==> config.mk <==
export PLATFORM = sky130hd
export DESIGN_NAME = fetch_unit
export DESIGN_NICKNAME = d
export VERILOG_FILES = /design/src/rtl/fetch_unit.sv
export SDC_FILE = /design/constraint.sdc
export NUM_CORES = 1
export LEC_CHECK = 0
export ABC_AREA = 1
export ABC_CLOCK_PERIOD_IN_PS = 3500
export CORE_AREA = 2 2 184 96
export CTS_CLUSTER_DIAMETER = 80
export CTS_CLUSTER_SIZE = 20
export DETAILED_ROUTE_END_ITERATION = 16
export DIE_AREA = 0 0 186 98
export PLACE_DENSITY_LB_ADDON = 0.2
export SETUP_SLACK_MARGIN = 0.02
export SLEW_MARGIN = 20
export SYNTH_ARGS = -nofsm -noshare
export SYNTH_HDL_FRONTEND = slang
export SYNTH_SLANG_ARGS = --single-unit
==> constraint.sdc <==
create_clock -name Clk -period 3.5 [get_ports Clk]
set_input_delay 0.7 -clock Clk [delete_from_list [all_inputs] [get_ports Clk]]
set_output_delay 0.7 -clock Clk [all_outputs]
set_load 0.1 [all_outputs]
==> src/rtl/fetch_unit.sv <==
// RV32I fetch stage: owns the PC, reads instruction memory over req/ack and hands words downstream over valid/ready.
// Optional misaligned-redirect trap enabled by defining FETCH_MISALIGN_CHECK_EN.
module fetch_unit #(
  parameter int unsigned          DataWidth = 32,
  parameter logic [DataWidth-1:0] ResetPC   = 32'h0000_0000
) (
  input  logic                 Clk,
  input  logic                 Reset,
  input  logic                 Redirect,
  input  logic [DataWidth-1:0] RedirectPC,
  output logic                 IMemReq,
  output logic [DataWidth-1:0] IMemAddr,
  input  logic                 IMemAck,
  input  logic [DataWidth-1:0] IMemRdata,
  output logic                 InstrValid,
  input  logic                 InstrReady,
  output logic [DataWidth-1:0] Instr,
  output logic [DataWidth-1:0] InstrPC,
  output logic                 MisalignFault
);

  localparam logic [2:0] IDLE    = 3'd0;
  localparam logic [2:0] REQ     = 3'd1;
  localparam logic [2:0] HOLD    = 3'd2;
  localparam logic [2:0] DISCARD = 3'd3;
  localparam logic [2:0] FAULT   = 3'd4;

  localparam logic [DataWidth-1:0] PcStep = DataWidth'(3'd4);

  logic [2:0]           state_q, state_d;
  logic [DataWidth-1:0] pc_q, pc_d;
  logic                 req_q, req_d;
  logic [DataWidth-1:0] addr_q, addr_d;
  logic                 valid_q, valid_d;
  logic [DataWidth-1:0] instr_q, instr_d;
  logic [DataWidth-1:0] ipc_q, ipc_d;
  logic                 fault_q, fault_d;
  logic                 misalign_s;
  logic [DataWidth-1:0] redirect_pc_s;

`ifdef FETCH_MISALIGN_CHECK_EN
  assign misalign_s    = Redirect && (RedirectPC[1:0] != 2'b00);
  assign redirect_pc_s = RedirectPC;
`else
  // Low address bits are forced to zero so every redirect target is word aligned.
  assign misalign_s    = 1'b0;
  assign redirect_pc_s = RedirectPC & {{(DataWidth-2){1'b1}}, 2'b00};
`endif

  // Next-state logic for the fetch FSM and its datapath registers.
  always_comb begin
    state_d = state_q;
    pc_d    = pc_q;
    req_d   = req_q;
    addr_d  = addr_q;
    valid_d = valid_q;
    instr_d = instr_q;
    ipc_d   = ipc_q;
    if (misalign_s) begin
      fault_d = 1'b1;
      valid_d = 1'b0;
    end else begin
      fault_d = fault_q;
    end

    case (state_q)
      IDLE: begin
        if (Redirect) begin
          pc_d    = redirect_pc_s;
          state_d = fault_d ? FAULT : IDLE;
        end else begin
          req_d   = 1'b1;
          addr_d  = pc_q;
          state_d = REQ;
        end
      end
      REQ: begin
        if (Redirect) begin
          pc_d = redirect_pc_s;
          if (IMemAck) begin
            req_d   = 1'b0;
            state_d = fault_d ? FAULT : IDLE;
          end else begin
            state_d = DISCARD;
          end
        end else if (IMemAck) begin
          instr_d = IMemRdata;
          ipc_d   = pc_q;
          valid_d = 1'b1;
          pc_d    = pc_q + PcStep;
          req_d   = 1'b0;
          state_d = HOLD;
        end else begin
          state_d = REQ;
        end
      end
      HOLD: begin
        // A redirect wins over a handshake on the same edge.
        if (Redirect) begin
          pc_d    = redirect_pc_s;
          valid_d = 1'b0;
          state_d = fault_d ? FAULT : IDLE;
        end else if (InstrReady) begin
          valid_d = 1'b0;
          req_d   = 1'b1;
          addr_d  = pc_q;
          state_d = REQ;
        end else begin
          state_d = HOLD;
        end
      end
      DISCARD: begin
        if (Redirect) begin
          pc_d = redirect_pc_s;
        end else begin
          pc_d = pc_q;
        end
        if (IMemAck) begin
          req_d   = 1'b0;
          state_d = fault_d ? FAULT : IDLE;
        end else begin
          state_d = DISCARD;
        end
      end
      FAULT: begin
        req_d   = 1'b0;
        valid_d = 1'b0;
        state_d = FAULT;
      end
      default: begin
        req_d   = 1'b0;
        valid_d = 1'b0;
        state_d = IDLE;
      end
    endcase
  end

  // State registers; all updates happen on the falling clock edge.
  always_ff @(negedge Clk) begin
    if (!Reset) begin
      state_q <= IDLE;
      pc_q    <= ResetPC;
      req_q   <= 1'b0;
      addr_q  <= ResetPC;
      valid_q <= 1'b0;
      instr_q <= {DataWidth{1'b0}};
      ipc_q   <= {DataWidth{1'b0}};
      fault_q <= 1'b0;
    end else begin
      state_q <= state_d;
      pc_q    <= pc_d;
      req_q   <= req_d;
      addr_q  <= addr_d;
      valid_q <= valid_d;
      instr_q <= instr_d;
      ipc_q   <= ipc_d;
      fault_q <= fault_d;
    end
  end

  assign IMemReq       = req_q;
  assign IMemAddr      = addr_q;
  assign InstrValid    = valid_q;
  assign Instr         = instr_q;
  assign InstrPC       = ipc_q;
  assign MisalignFault = fault_q;

endmodule

==> results.md <==
* Die width at 186 um
* Sequential power share at 0.330
* Cell family with most CP delay: flip-flops
* I/O Pins at 168
* DR iter-0 viols at 583
* Comb power frac at 0.207
* Vias per inst at 4.880
* Final Total Pwr at 5.042 mW
* Number of port buffers at 160
* Detailed-route via count at 6691
* Sw Ratio at 0.3745
* Global-route wire length before repair at 32.22 mm
* Layout Utilization at 0.5929
* Initial antenna violation count at 0
* CTS tree: done
* Crit-path cells: buf_12
* Layout cells sized above 1 at 0.2471
* CP Capture Type: output port
* CTS Root Cell: clkbuf_16
* Worst slew pin tran at 911.0 ps
* Most frequent cells in the layout: 168 x nor2_1, 164 x nand2_1, 155 x inv_1, 106 x buf_12, 80 x a21oi_1
* Most common cell after layout, fill and taps aside: nor2_1
* Routed length per placed instance at 14.83 um
* Synthesized area at 5687 um2
* Crit path buf inv count at 1
* Internal at 3.154 mW
* TritonCTS Sinks at 127
* Die area at 18230 um2
* RePlAce Congestion at 0.9042
* H-tree depth at 4
* Clock power share at 0.463
* Post-synth top area share at 0.4471
* Synth top area cells: dfxtp_1 45%, nor2_1 11%, nand2_1 11%
* Number of routed nets with antenna violations at 0
* Sequential-to-total area share from yosys stat at 0.4471
* Starting Density at 0.3384
* Cell variety after synth at 30
* DP Area at 8676 um2
* Post-synth top area cell: dfxtp_1
* CP max FO at 2
* Dpl hpwl at 13.71 mm
* Rows at 34
* Post-Synthesis Cells at 829
* DRC errors left at 0
* Final hold vios at 0
* Peak supply drop at 356.6 uV
* Cts hold-fix bufs at 0
* Number of buffers created by CTS at 17
* RSZ-0062 raised after global routing: true
* Synthesized area per cell at 6.860 um2
* CP startpoint kind: flop
* Number of global-route vias before repair at 6634
* Final Max Slew Viols at 0
* Post-route cell area at 9963 um2
* Worst skew pair latency at 460 ps
* Drt total wl at 20.33 mm
* Max-cap check violation count at 0
* Worst slew margin at 0.3920
* Tot GR Track Use at 0.2245
* Largest net degree at the start of global routing at 48
* # diodes at 0
* Yosys warns at 0
* Chip height at 98 um
* DRT Pass-1 Iters at 5
* Clock slew at reported path FFs at 50 ps
* Hold Path Class: flop to flop
* Setup violators final at 0
* Slack of the critical path at 42.48 ps
* Psw at 1.888 mW
* Nets at 1197
* Yosys reg bits at 127
* Critical path class: flop to output port
* Worst Path Arrival at 2760 ps
* Pre-CTS setup slack at -680.6 ps
* Pleak at 4.312 nW
* Critical path data required time at 2800 ps
* Critical Path Slowest Stage Cell: dfxtp_2
* CTS max path bufs at 2
* Final hold slack at 476.4 ps
* Status: finished, final reports clean
* Area delta synth->final at 75.20%
* Layout Skew at 22.54 ps
* Grt ovf at 0
* Pwr per Cell Area at 506.1 nW/um2
* Core Area at 16800 um2
* CP max stage delay at 370 ps
state kept, by name, indices dropped and copies added, names as in the netlist:
signal	flops
Instr	32
IMemAddr	30
InstrPC	30
pc_q	30
state_q	3
IMemReq	1
InstrValid	1
cell usage after synthesis:
cell type  number
nor2_1        172
nand2_1       164
dfxtp_1       127
a21oi_1        83
o21ai_0        76
nand3_1        67
inv_1          32
clkbuf_1       30
buf_2          12
o21ai_1        12
buf_4           8
inv_2           6
nor2_2          6
or2_2           5
ha_1            4
nand2_2         4
and2_1          3
nor2_4          3
buf_6           2
nand3b_1        2
nor4_1          2
conb_1          1
nand4_1         1
nor3_1          1
nor3_4          1
o211a_1         1
o211ai_1        1
o21ai_2         1
o22ai_1         1
or2_1           1
tightest hold or removal path: cells and delay by family, from the launching register on:
kind            cells  cell delay (ps)
compound gates      1               50
flops               1              320
simple gates        1               60
final timing paths:
kind                             startpoint                        end  slack (ps)  cells after the start
hold reg to reg   IMemAddr[17]$_SDFFE_NN0P_  IMemAddr[17]$_SDFFE_NN0P_         480                      2
setup reg to reg      state_q[2]$_SDFF_NN0_       IMemReq$_SDFFE_NN0P_        1500                      6
hold / removal    IMemAddr[17]$_SDFFE_NN0P_  IMemAddr[17]$_SDFFE_NN0P_         480                      2
setup / recovery  IMemAddr[24]$_SDFFE_NN0P_               IMemAddr[24]          40                      1
final cells by class:
class / instances / area, um2
Clock buffer: 17 / 425.4
Clock inverter: 142 / 624.3
Fill cell: 1520 / 6840
Inverter: 37 / 145.1
Multi-Input combinational cell: 616 / 2809
Sequential cell: 127 / 2646
Tap cell: 234 / 292.8
Timing Repair Buffer: 198 / 3020
per-stage QoR:
step | cells | setup TNS [ps]
6_report | 1371 | 0
5_1_grt | 1371 | 0
4_1_cts | 1370 | 0
3_5_place_dp | 1208 | -69510
3_3_place_gp | 1208 | -66310
2_1_floorplan | 833 | -4678
power by group through the flow:
stage | clock, mW | sequential, mW | combinational [mW]
2_1_floorplan | 0.221 | 1.95 | 0.303
6_report | 2.33 | 1.66 | 1.04
4_1_cts | 2.39 | 1.65 | 1.04
3_3_place_gp | 0.221 | 1.67 | 0.993
5_1_grt | 2.58 | 1.67 | 1.10
3_5_place_dp | 0.221 | 1.67 | 1.00
layer usage:
metal,global-route usage,wire length [um],share of wire,up-vias
met5,0,0,0,-
met4,0.08601,206,0.010,0
met3,0.09362,1985,0.098,21
met2,0.3000,8146,0.40,332
met1,0.3162,9993,0.49,3057
li1,-,-,-,3281
kinds of logic (layout without fill, tap and decap cells):
logic type               count (synthesis)  after routing  share of synthesized area
AO/OA/AOI/OAI                          175            175                     0.1562
adder cells (fa/ha/maj)                  4              4                   0.008801
buffers and inverters                   90            394                    0.06997
flip-flops                             127            127                     0.4471
other                                    1              5                  0.0006594
AND/OR/NAND/NOR                        432            432                     0.3173
what timing repair did:
| action | CTS | global route |
|---|---|---|
| gates resized for setup | 40 | 63 |
| cloned | 2 | 0 |
| setup buffers | 2 | 1 |
| endpoints found under the setup margin | 117 | 64 |
| pin swaps | 1 | 3 |
(Power assumes the default switching activity.)
